File: src/rtl/position_ram_pkg.sv
// Shared types and register map for the position RAM host bridge.
package position_ram_pkg;

    typedef enum logic [1:0] {
        INIT = 2'd0,
        IDLE = 2'd1,
        FILL = 2'd2
    } state_t;

    // Source of the data returned with a read response.
    typedef enum logic [1:0] {
        SEL_ZERO = 2'd0,
        SEL_MEM  = 2'd1,
        SEL_REG  = 2'd2
    } rd_sel_t;

    localparam int REG_STATUS       = 0;
    localparam int REG_FILL         = 1;
    localparam int STATUS_READY_BIT = 0;
    localparam int STATUS_BUSY_BIT  = 1;

endpackage

File: src/rtl/position_ram_host_bridge_if.sv
// Avalon-MM slave bus between the control CPU (master) and the bridge (slave).
interface position_ram_host_bridge_if #(
    parameter int ADDR_W = 1,
    parameter int DATA_W = 16
);
    logic [ADDR_W:0]   av_address;
    logic              av_write;
    logic [DATA_W-1:0] av_writedata;
    logic              av_read;
    logic              av_waitrequest;
    logic [DATA_W-1:0] av_readdata;
    logic              av_readdatavalid;

    modport master (
        output av_address, av_write, av_writedata, av_read,
        input  av_waitrequest, av_readdata, av_readdatavalid
    );

    modport slave (
        input  av_address, av_write, av_writedata, av_read,
        output av_waitrequest, av_readdata, av_readdatavalid
    );
endinterface

File: src/rtl/position_ram_rd_pipe.sv
// Read response pipeline: carries valid/select/register data for LATENCY+1 cycles,
// then picks memory data, register data or zero for the host response.
module position_ram_rd_pipe
    import position_ram_pkg::*;
#(
    parameter int DATA_W  = 16,
    parameter int LATENCY = 2
) (
    input  logic              clk,
    input  logic              reset_n,
    input  logic              issue,
    input  rd_sel_t           sel,
    input  logic [DATA_W-1:0] reg_data,
    input  logic [DATA_W-1:0] mem_rd_readdata,
    output logic [DATA_W-1:0] readdata,
    output logic              readdatavalid
);
    localparam int STAGES = LATENCY + 1;

    logic [STAGES-1:0] valid_r;
    rd_sel_t           sel_r  [STAGES];
    logic [DATA_W-1:0] regd_r [STAGES];

    // Shift register; only reset flushes it, stalls upstream never touch it.
    always_ff @(posedge clk or negedge reset_n) begin
        if (!reset_n) begin
            valid_r <= '0;
            for (int i = 0; i < STAGES; i++) begin
                sel_r[i]  <= SEL_ZERO;
                regd_r[i] <= '0;
            end
        end else begin
            valid_r   <= {valid_r[STAGES-2:0], issue};
            sel_r[0]  <= issue ? sel : SEL_ZERO;
            regd_r[0] <= issue ? reg_data : '0;
            for (int i = 1; i < STAGES; i++) begin
                sel_r[i]  <= sel_r[i-1];
                regd_r[i] <= regd_r[i-1];
            end
        end
    end

    // Memory data arrives exactly when its select reaches the last stage.
    always_comb begin
        readdatavalid = valid_r[STAGES-1];
        case (sel_r[STAGES-1])
            SEL_MEM: readdata = mem_rd_readdata;
            SEL_REG: readdata = regd_r[STAGES-1];
            default: readdata = '0;
        endcase
    end

endmodule

File: src/rtl/position_ram_host_bridge.sv
// Host bridge from the CPU Avalon-MM port onto the position RAM write/read ports.
// Optional bulk FILL engine is built when POSITION_RAM_FILL_EN is defined.
module position_ram_host_bridge
    import position_ram_pkg::*;
#(
    parameter int DEPTH          = 2,
    parameter int ADDR_W         = 1,
    parameter int DATA_W         = 16,
    parameter int MEM_RD_LATENCY = 2
) (
    input  logic                       clk,
    input  logic                       reset_n,
    position_ram_host_bridge_if.slave  av,
    output logic [ADDR_W-1:0]          mem_wr_address,
    output logic [DATA_W-1:0]          mem_wr_writedata,
    output logic                       mem_wr_write,
    input  logic                       mem_wr_waitrequest,
    output logic [ADDR_W-1:0]          mem_rd_address,
    input  logic [DATA_W-1:0]          mem_rd_readdata
);
    localparam logic [ADDR_W:0]   DEPTH_L = (ADDR_W+1)'(DEPTH);
    localparam logic [ADDR_W-1:0] LAST_L  = ADDR_W'(DEPTH - 1);

    state_t            state_r;
    logic [ADDR_W-1:0] fill_cnt_r;
    logic [DATA_W-1:0] fill_val_r;
    logic [ADDR_W-1:0] rd_addr_r;

    logic              wait_s, is_reg_s, in_range_s;
    logic              wr_acc_s, rd_acc_s, mem_wr_s, fill_start_s;
    logic [ADDR_W-1:0] offs_s;
    logic [DATA_W-1:0] status_s;
    rd_sel_t           rd_sel_s;

    // Request decode and acceptance; a simultaneous read+write keeps only the write.
    always_comb begin
        is_reg_s   = av.av_address[ADDR_W];
        offs_s     = av.av_address[ADDR_W-1:0];
        in_range_s = ({1'b0, offs_s} < DEPTH_L);
        wait_s     = (state_r != IDLE) | (av.av_write & mem_wr_waitrequest);
        wr_acc_s   = av.av_write & ~wait_s;
        rd_acc_s   = av.av_read & ~av.av_write & ~wait_s;
        mem_wr_s   = wr_acc_s & ~is_reg_s & in_range_s;
`ifdef POSITION_RAM_FILL_EN
        fill_start_s = wr_acc_s & is_reg_s & (offs_s == ADDR_W'(REG_FILL));
`else
        fill_start_s = 1'b0;
`endif
        status_s = '0;
        status_s[STATUS_READY_BIT] = (state_r != INIT);
`ifdef POSITION_RAM_FILL_EN
        status_s[STATUS_BUSY_BIT] = (state_r == FILL);
`endif
        if (!is_reg_s) begin
            rd_sel_s = in_range_s ? SEL_MEM : SEL_ZERO;
        end else if (offs_s == ADDR_W'(REG_STATUS)) begin
            rd_sel_s = SEL_REG;
        end else begin
            rd_sel_s = SEL_ZERO;
        end
    end

    assign av.av_waitrequest = wait_s;
    assign mem_rd_address    = rd_addr_r;

    // Write port: fill engine owns it while filling, otherwise host writes pass straight through.
    always_comb begin
        if ((state_r == FILL) && !mem_wr_waitrequest) begin
            mem_wr_write     = 1'b1;
            mem_wr_address   = fill_cnt_r;
            mem_wr_writedata = fill_val_r;
        end else if (mem_wr_s) begin
            mem_wr_write     = 1'b1;
            mem_wr_address   = offs_s;
            mem_wr_writedata = av.av_writedata;
        end else begin
            mem_wr_write     = 1'b0;
            mem_wr_address   = '0;
            mem_wr_writedata = '0;
        end
    end

    // Control FSM; any rise of the memory busy flag (clear sweep) drops back to INIT.
    always_ff @(posedge clk or negedge reset_n) begin
        if (!reset_n) begin
            state_r    <= INIT;
            fill_cnt_r <= '0;
            fill_val_r <= '0;
            rd_addr_r  <= '0;
        end else begin
            if (rd_acc_s && !is_reg_s) begin
                rd_addr_r <= offs_s;
            end
            case (state_r)
                INIT: begin
                    if (!mem_wr_waitrequest) begin
                        state_r <= IDLE;
                    end
                end
                IDLE: begin
                    if (mem_wr_waitrequest) begin
                        state_r <= INIT;
                    end else if (fill_start_s) begin
                        state_r    <= FILL;
                        fill_cnt_r <= '0;
                        fill_val_r <= av.av_writedata;
                    end
                end
                FILL: begin
                    if (mem_wr_waitrequest) begin
                        state_r <= INIT;
                    end else if (fill_cnt_r == LAST_L) begin
                        state_r <= IDLE;
                    end else begin
                        fill_cnt_r <= fill_cnt_r + 1'b1;
                    end
                end
                default: state_r <= INIT;
            endcase
        end
    end

    position_ram_rd_pipe #(
        .DATA_W  (DATA_W),
        .LATENCY (MEM_RD_LATENCY)
    ) u_rd_pipe (
        .clk             (clk),
        .reset_n         (reset_n),
        .issue           (rd_acc_s),
        .sel             (rd_sel_s),
        .reg_data        (status_s),
        .mem_rd_readdata (mem_rd_readdata),
        .readdata        (av.av_readdata),
        .readdatavalid   (av.av_readdatavalid)
    );

endmodule
File: src/flat_wrapper.sv
// flat-port wrapper written by rule: the top's interface ports become plain ports
module position_ram_host_bridge_flat import position_ram_pkg::*;
#(
    parameter int DEPTH          = 2,
    parameter int ADDR_W         = 1,
    parameter int DATA_W         = 16,
    parameter int MEM_RD_LATENCY = 2
)
  (clk, reset_n, mem_wr_address, mem_wr_writedata, mem_wr_write, mem_wr_waitrequest, mem_rd_address, mem_rd_readdata, av_av_address, av_av_write, av_av_writedata, av_av_read, av_av_waitrequest, av_av_readdata, av_av_readdatavalid);
  position_ram_host_bridge_if #(.ADDR_W(ADDR_W), .DATA_W(DATA_W)) av_i ();
  input  logic clk;
  input  logic reset_n;
  output logic [ADDR_W-1:0] mem_wr_address;
  output logic [DATA_W-1:0] mem_wr_writedata;
  output logic mem_wr_write;
  input  logic mem_wr_waitrequest;
  output logic [ADDR_W-1:0] mem_rd_address;
  input  logic [DATA_W-1:0] mem_rd_readdata;
  input wire logic [$bits(av_i.av_address)-1:0] av_av_address;
  input wire logic [$bits(av_i.av_write)-1:0] av_av_write;
  input wire logic [$bits(av_i.av_writedata)-1:0] av_av_writedata;
  input wire logic [$bits(av_i.av_read)-1:0] av_av_read;
  output wire logic [$bits(av_i.av_waitrequest)-1:0] av_av_waitrequest;
  output wire logic [$bits(av_i.av_readdata)-1:0] av_av_readdata;
  output wire logic [$bits(av_i.av_readdatavalid)-1:0] av_av_readdatavalid;
  assign av_i.av_address = av_av_address;
  assign av_i.av_write = av_av_write;
  assign av_i.av_writedata = av_av_writedata;
  assign av_i.av_read = av_av_read;
  assign av_av_waitrequest = av_i.av_waitrequest;
  assign av_av_readdata = av_i.av_readdata;
  assign av_av_readdatavalid = av_i.av_readdatavalid;
  position_ram_host_bridge #(.DEPTH(DEPTH), .ADDR_W(ADDR_W), .DATA_W(DATA_W), .MEM_RD_LATENCY(MEM_RD_LATENCY)) u_core (.clk(clk), .reset_n(reset_n), .av(av_i), .mem_wr_address(mem_wr_address), .mem_wr_writedata(mem_wr_writedata), .mem_wr_write(mem_wr_write), .mem_wr_waitrequest(mem_wr_waitrequest), .mem_rd_address(mem_rd_address), .mem_rd_readdata(mem_rd_readdata));
endmodule
File: config.mk
export PLATFORM = sky130hd
export DESIGN_NAME = position_ram_host_bridge_flat
export DESIGN_NICKNAME = d
export VERILOG_FILES = /design/src/rtl/position_ram_pkg.sv /design/src/rtl/position_ram_host_bridge_if.sv /design/src/rtl/position_ram_rd_pipe.sv /design/src/rtl/position_ram_host_bridge.sv /design/src/flat_wrapper.sv
export SDC_FILE = /design/constraint.sdc
export NUM_CORES = 1
export LEC_CHECK = 0
export ABC_AREA = 1
export BUFFER_PORTS_ARGS = -buffer_cell sky130_fd_sc_hd__buf_4
export CAP_MARGIN = 25
export CORE_MARGIN = 2
export CORE_UTILIZATION = 38
export DETAILED_ROUTE_END_ITERATION = 16
export GPL_TIMING_DRIVEN = 0
export PLACE_DENSITY = 0.64
export SLEW_MARGIN = 20
export SYNTH_ARGS = -nofsm -noshare
export SYNTH_HDL_FRONTEND = slang
export SYNTH_HIERARCHICAL = 1
export SYNTH_SLANG_ARGS = --single-unit
File: constraint.sdc
create_clock -name clk -period 4.27 [get_ports clk]
set_input_delay 1.0675 -clock clk [delete_from_list [all_inputs] [get_ports clk]]
set_output_delay 1.0675 -clock clk [all_outputs]
set_load 0.02 [all_outputs]
# --- Word level (Yosys, flattened, before mapping) ---
# Cells that the tools add are included.
word_totals:
  reg_bits: 16
  in_bits: 39
  output_inout_bits: 37
  word_cells: 54
classes:
  addsub: 1
  n_eq_ne: 8
  n_mux: 17
  n_bitwise: 10
  reduce_logical: 8
ops:
  columns: ["cell", "n"]
  rows:
  - ["$mux 16", 2]
  - ["$pmux 16 s2", 1]
  - ["$mux 2", 7]
  - ["$mux 1", 6]
  - ["$pmux 2 s3", 1]
  - ["$and 1x1->1", 5]
  - ["$eq 2x1->1 const B", 2]
  - ["$eq 2x2->1 const B", 2]
  - ["$ne 2x2->1 const B", 2]
  - ["$not 1->1", 4]
  - ["$ne 3x2->1 const B", 1]
  - ["$reduce_and 3->1", 1]
  - ["$logic_and 1x1->1", 2]
  - ["$logic_not 1->1", 2]
  - ["$logic_not 2->1", 1]
  - ["$ne 2x1->1 const B", 1]
  - ["$reduce_and 2->1", 1]
  - ["$reduce_bool 2->1", 1]
  - ["$add 1x1->1 const B", 1]
  - ["$or 1x1->1", 1]

# --- Depth between registers and ports, before layout ---
logic_depth:
  word_depth: 7
  ltp_mapped: 7
  depth_no_buf: 5

# --- Hierarchy ---
# Netlist, hierarchy kept.
by_module_without_submodules:
  columns: ["module", "instances", "cells_each", "area_per_inst_um2", "seq_area_each_um2"]
  rows:
  - ["position_ram_rd_pipe", 1, 153, 1913.1, 1426.4]
  - ["position_ram_host_bridge", 1, 53, 300.3, 50.0]

# --- Worst setup path before layout ---
# Ideal clock, no wire load.
synth_timing:
  path_type: "input to output"
  startpoint: "in mem_wr_waitrequest"
  endpoint: "out mem_wr_writedata[1]"
  arrival_time_ns: 1.685
  required_time_ns: 3.203
  setup_slack_ns: 1.517
  path_stages: 4
  n_path_buf: 1
  cell_sequence: "inv_1 nand4_4 buf_6 nor2_2"
synth_via:
  elab_chain_cells: 7
  elab_cells_between_ends: 9
  cone_classes: "mux (2); bitwise (5); reduce/logical (2)"
synth_lines:
  columns: ["element", "line", "rtl"]
  rows:
  - ["start: declaration", "flat_wrapper.sv:16", "input logic mem_wr_waitrequest;"]
  - ["$and 1x1->1", "position_ram_host_bridge.sv:40", "wait_s = (state_r != IDLE) | (av.av_write & mem_wr_waitrequest);"]
  - ["$or 1x1->1", "position_ram_host_bridge.sv:40", null]
  - ["$not 1->1", "position_ram_host_bridge.sv:41", "wr_acc_s = av.av_write & ~wait_s;"]
  - ["$and 1x1->1", "position_ram_host_bridge.sv:41", null]
  - ["$and 1x1->1", "position_ram_host_bridge.sv:43", "mem_wr_s = wr_acc_s & ~is_reg_s & in_range_s;"]
  - ["$mux 16", "position_ram_host_bridge.sv:72", "end else if (mem_wr_s) begin"]
  - ["$mux 16 (*)", "position_ram_host_bridge.sv:68", "if ((state_r == FILL) && !mem_wr_waitrequest) begin"]
  - ["end: declaration", "flat_wrapper.sv:14", "output logic [DATA_W-1:0] mem_wr_writedata;"]
# Mark *: on every way between the ends. The rest lies on a longest branch, timed or not.

# --- Worst setup path after layout ---
layout_timing:
  startpoint: "in mem_wr_waitrequest"
  endpoint: "out mem_wr_writedata[3]"
# Same word-level chain as after synthesis.

==> out/qor.csv <==
stage;metric;value;unit
route;First-pass DRT Iterations;3;
yosys;Mean Syn Cell Area;10.74;um2
route;via count;1462;
timing;Tcrit/Tclk final;68.53;%
min_path;min-delay src;u_core/u_rd_pipe/regd_r[17];
cts;CTS sink count;59;
cells_and_area;most frequent cells in the layout;buf_4, dfrtp_1, nand2_1;
cells_and_area;Antenna Cells;0;
cts;post-CTS sizing;0;
placement;PortBufs;75;
yosys;flops & latches, synth;59;
pwr;Comb power frac;7.1;%
grt;global-route wire length before repair;6030;um
cells_and_area;Nets;347;
floorplanning;Die X;80.32;um
pwr;LEAKAGE;0.001796;uW
cts;CTS tree;built;
placement;RePlAce Congestion;0.7009;
grt;largest net degree at the start of global routing;60;
pwr;Clk pwr share;42.6;%
timing;RSZ-0062 raised after global routing;no;
floorplanning;Die ar.;0.006451;mm2
pwr;Switch Pwr;228.5;uW
timing;final hold slack;344.7;ps
critical_path;reg2reg start;u_core/state_r[0];
route;Final ANT Viol Nets;0;
route;routed wire length;3319;um
floorplanning;IO Count;76;
floorplanning;starting density of the core;39.71;%
route;number of remaining DRC errors;0;
timing;Setup violations, final;0;
cts;Clock Tree Buf Depth;2;
critical_path;WP data arrival;1860;ps
critical_path;Crit Path Category;primary input to output pin;
route;routed length per instance;8.711;um
timing;Worst slew margin;54.59;%
run_status;status;complete, no violations;
timing;final hold violation count;0;
pwr;maximum vdd drop;0.1799;mV
critical_path;CP required;3200;ps
placement;Place WS;1327;ps
cts;Root Buffer;clkbuf_8;
floorplanning;core region area;0.005574;mm2
timing;final setup TNS;0;ps
cts;clk slew on worst S/H paths;60;ps
timing;Slew @ Worst Pin;681.2;ps
timing;Worst Skew;4.075;ps
cts;Hold-fix buffers, CTS;0;
min_path;min-delay worst type;register to register;
pwr;internal power;921.6;uW
placement;post-detail-place hpwl;2381;um
floorplanning;row count;27;
grt;initial antenna violation count;0;
cts;clock latency on the worst-skew pair;310;ps
grt;grt ovf;0;
floorplanning;Die Height;80.32;um
pwr;switching part of the total power;19.87;%
yosys;Mapped Area;0.002213;mm2
timing;Pins Over Slew Limit;0;
critical_path;CP Launch Point;mem_wr_waitrequest;
timing;setup slack after layout;1344;ps
yosys;post-synth cell types;18;
grt;vias in the first global route;1466;
critical_path;crit-path max FO;10;
cts;H-Tree Level Count;3;
yosys;sequential share of the synthesized area;66.70;%
pwr;Pwr Density;368.7;mW/mm2
cells_and_area;Layout area overhead;40.93;%
timing;Fmax achieved;341.8;MHz
grt;Total GRT Usage;12.39;%
cts;Post-CTS Setup Bufs;0;
cells_and_area;most common cell after layout, fill and taps aside;buf_4;
pwr;Flop pwr share;50.3;%
route;1st-iter DRT viols;86;
critical_path;Crit. End Element;output pin;
flow_run;MaxCap Viol Count;0;
yosys;synth warn;6;
route;Vias/cell;3.837;
timing;min cycle time layout;2926;ps
critical_path;Worst setup SP type;primary input;
yosys;Post-Syn Instances;206;
cells_and_area;layout cells sized above 1;38.83;%
cts;TritonCTS buffer count;9;
-- per-stage QoR --
stage               total power (uW)  area, um2  instances  utilization (%)
finish                          1150       3119        381            55.96
global route                    1213       3119        381            55.96
CTS                             1173       3119        381            55.96
detailed placement             671.2       2919        367            52.37
global placement               669.8       2919        367            52.37
floorplan                      620.3       2266        220                -
-- kinds of logic after synthesis --
family          count (synthesis)  synth area share (%)
buf+inv                        51                 11.14
flops                          59                 66.70
fa+ha+maj                       2                 1.130
compound gates                 17                 5.709
other cells                     1                0.1694
simple gates                   76                 15.15
-- power groups by stage --
stage	clock network, uW	registers, uW	logic (uW)
detailed placement	0	589	82.6
floorplan	0	590	30.2
finish	490	578	81.3
global route	540	579	93.4
CTS	511	579	82.8
global placement	0	588	81.8
-- Yosys cell counts --
cell type  instances  area (um2)
conb_1             1       3.750
nand4_1            2       12.51
nor2_4             1       11.26
nand4_4            1       21.27
buf_12             1       20.02
buf_4              4       30.03
buf_2              1       5.000
buf_6              3       33.78
nor2_2             8       50.05
dfrtp_1           59        1476
o21ai_0            1       5.000
nor2_1            11       41.29
a21oi_1            5       25.02
ha_1               2       25.02
nand2_1           53       198.9
a21oi_2           11       96.34
inv_1             41       153.9
inv_2              1       3.750
-- worst paths after layout --
check                                               to  slack (ps)  depth (start not counted)
hold / removal              u_core/u_rd_pipe/regd_r[1]         340                          0
setup reg to reg             u_core/u_rd_pipe/sel_r[4]        3160                          5
min in group asynchronous  u_core/u_rd_pipe/regd_r[37]         790                          1
setup / recovery                   mem_wr_writedata[3]        1340                          6
hold reg to reg             u_core/u_rd_pipe/regd_r[1]         340                          0
max in group asynchronous  u_core/u_rd_pipe/valid_r[0]        3020                          1
-- flip-flops by register name (all words and copies together) (netlist names) --
name	count
u_core/u_rd_pipe/regd_r	48
u_core/u_rd_pipe/sel_r	6
u_core/u_rd_pipe/valid_r	3
u_core/mem_rd_address	1
u_core/state_r	1
-- cell type report --
type / count / area (um2)
plain buffers: 9 / 88.84
clock buffers: 12 / 165.2
clock inverters: 2 / 35.03
fillers: 499 / 2455
inverters: 42 / 157.7
multi-input cells: 110 / 543.0
flip-flops and latches: 59 / 1476
well taps: 72 / 90.09
repair buffers: 75 / 563.0
-- per-layer routing --
layer | routed length, um | up-vias | global-route usage (%)
li1 | - | 777 | -
met1 | 1396 | 613 | 14.21
met2 | 1548 | 68 | 19.58
met3 | 323 | 4 | 4.494
met4 | 50 | 0 | 7.797
met5 | 0 | - | 0
-- critical path, stage by stage --
cell     delay [ps]
buf_4           100
inv_1           100
nand4_4         160
buf_6           200
nor2_2           80
buf_4           140
Power figures use the tool's default switching activity.
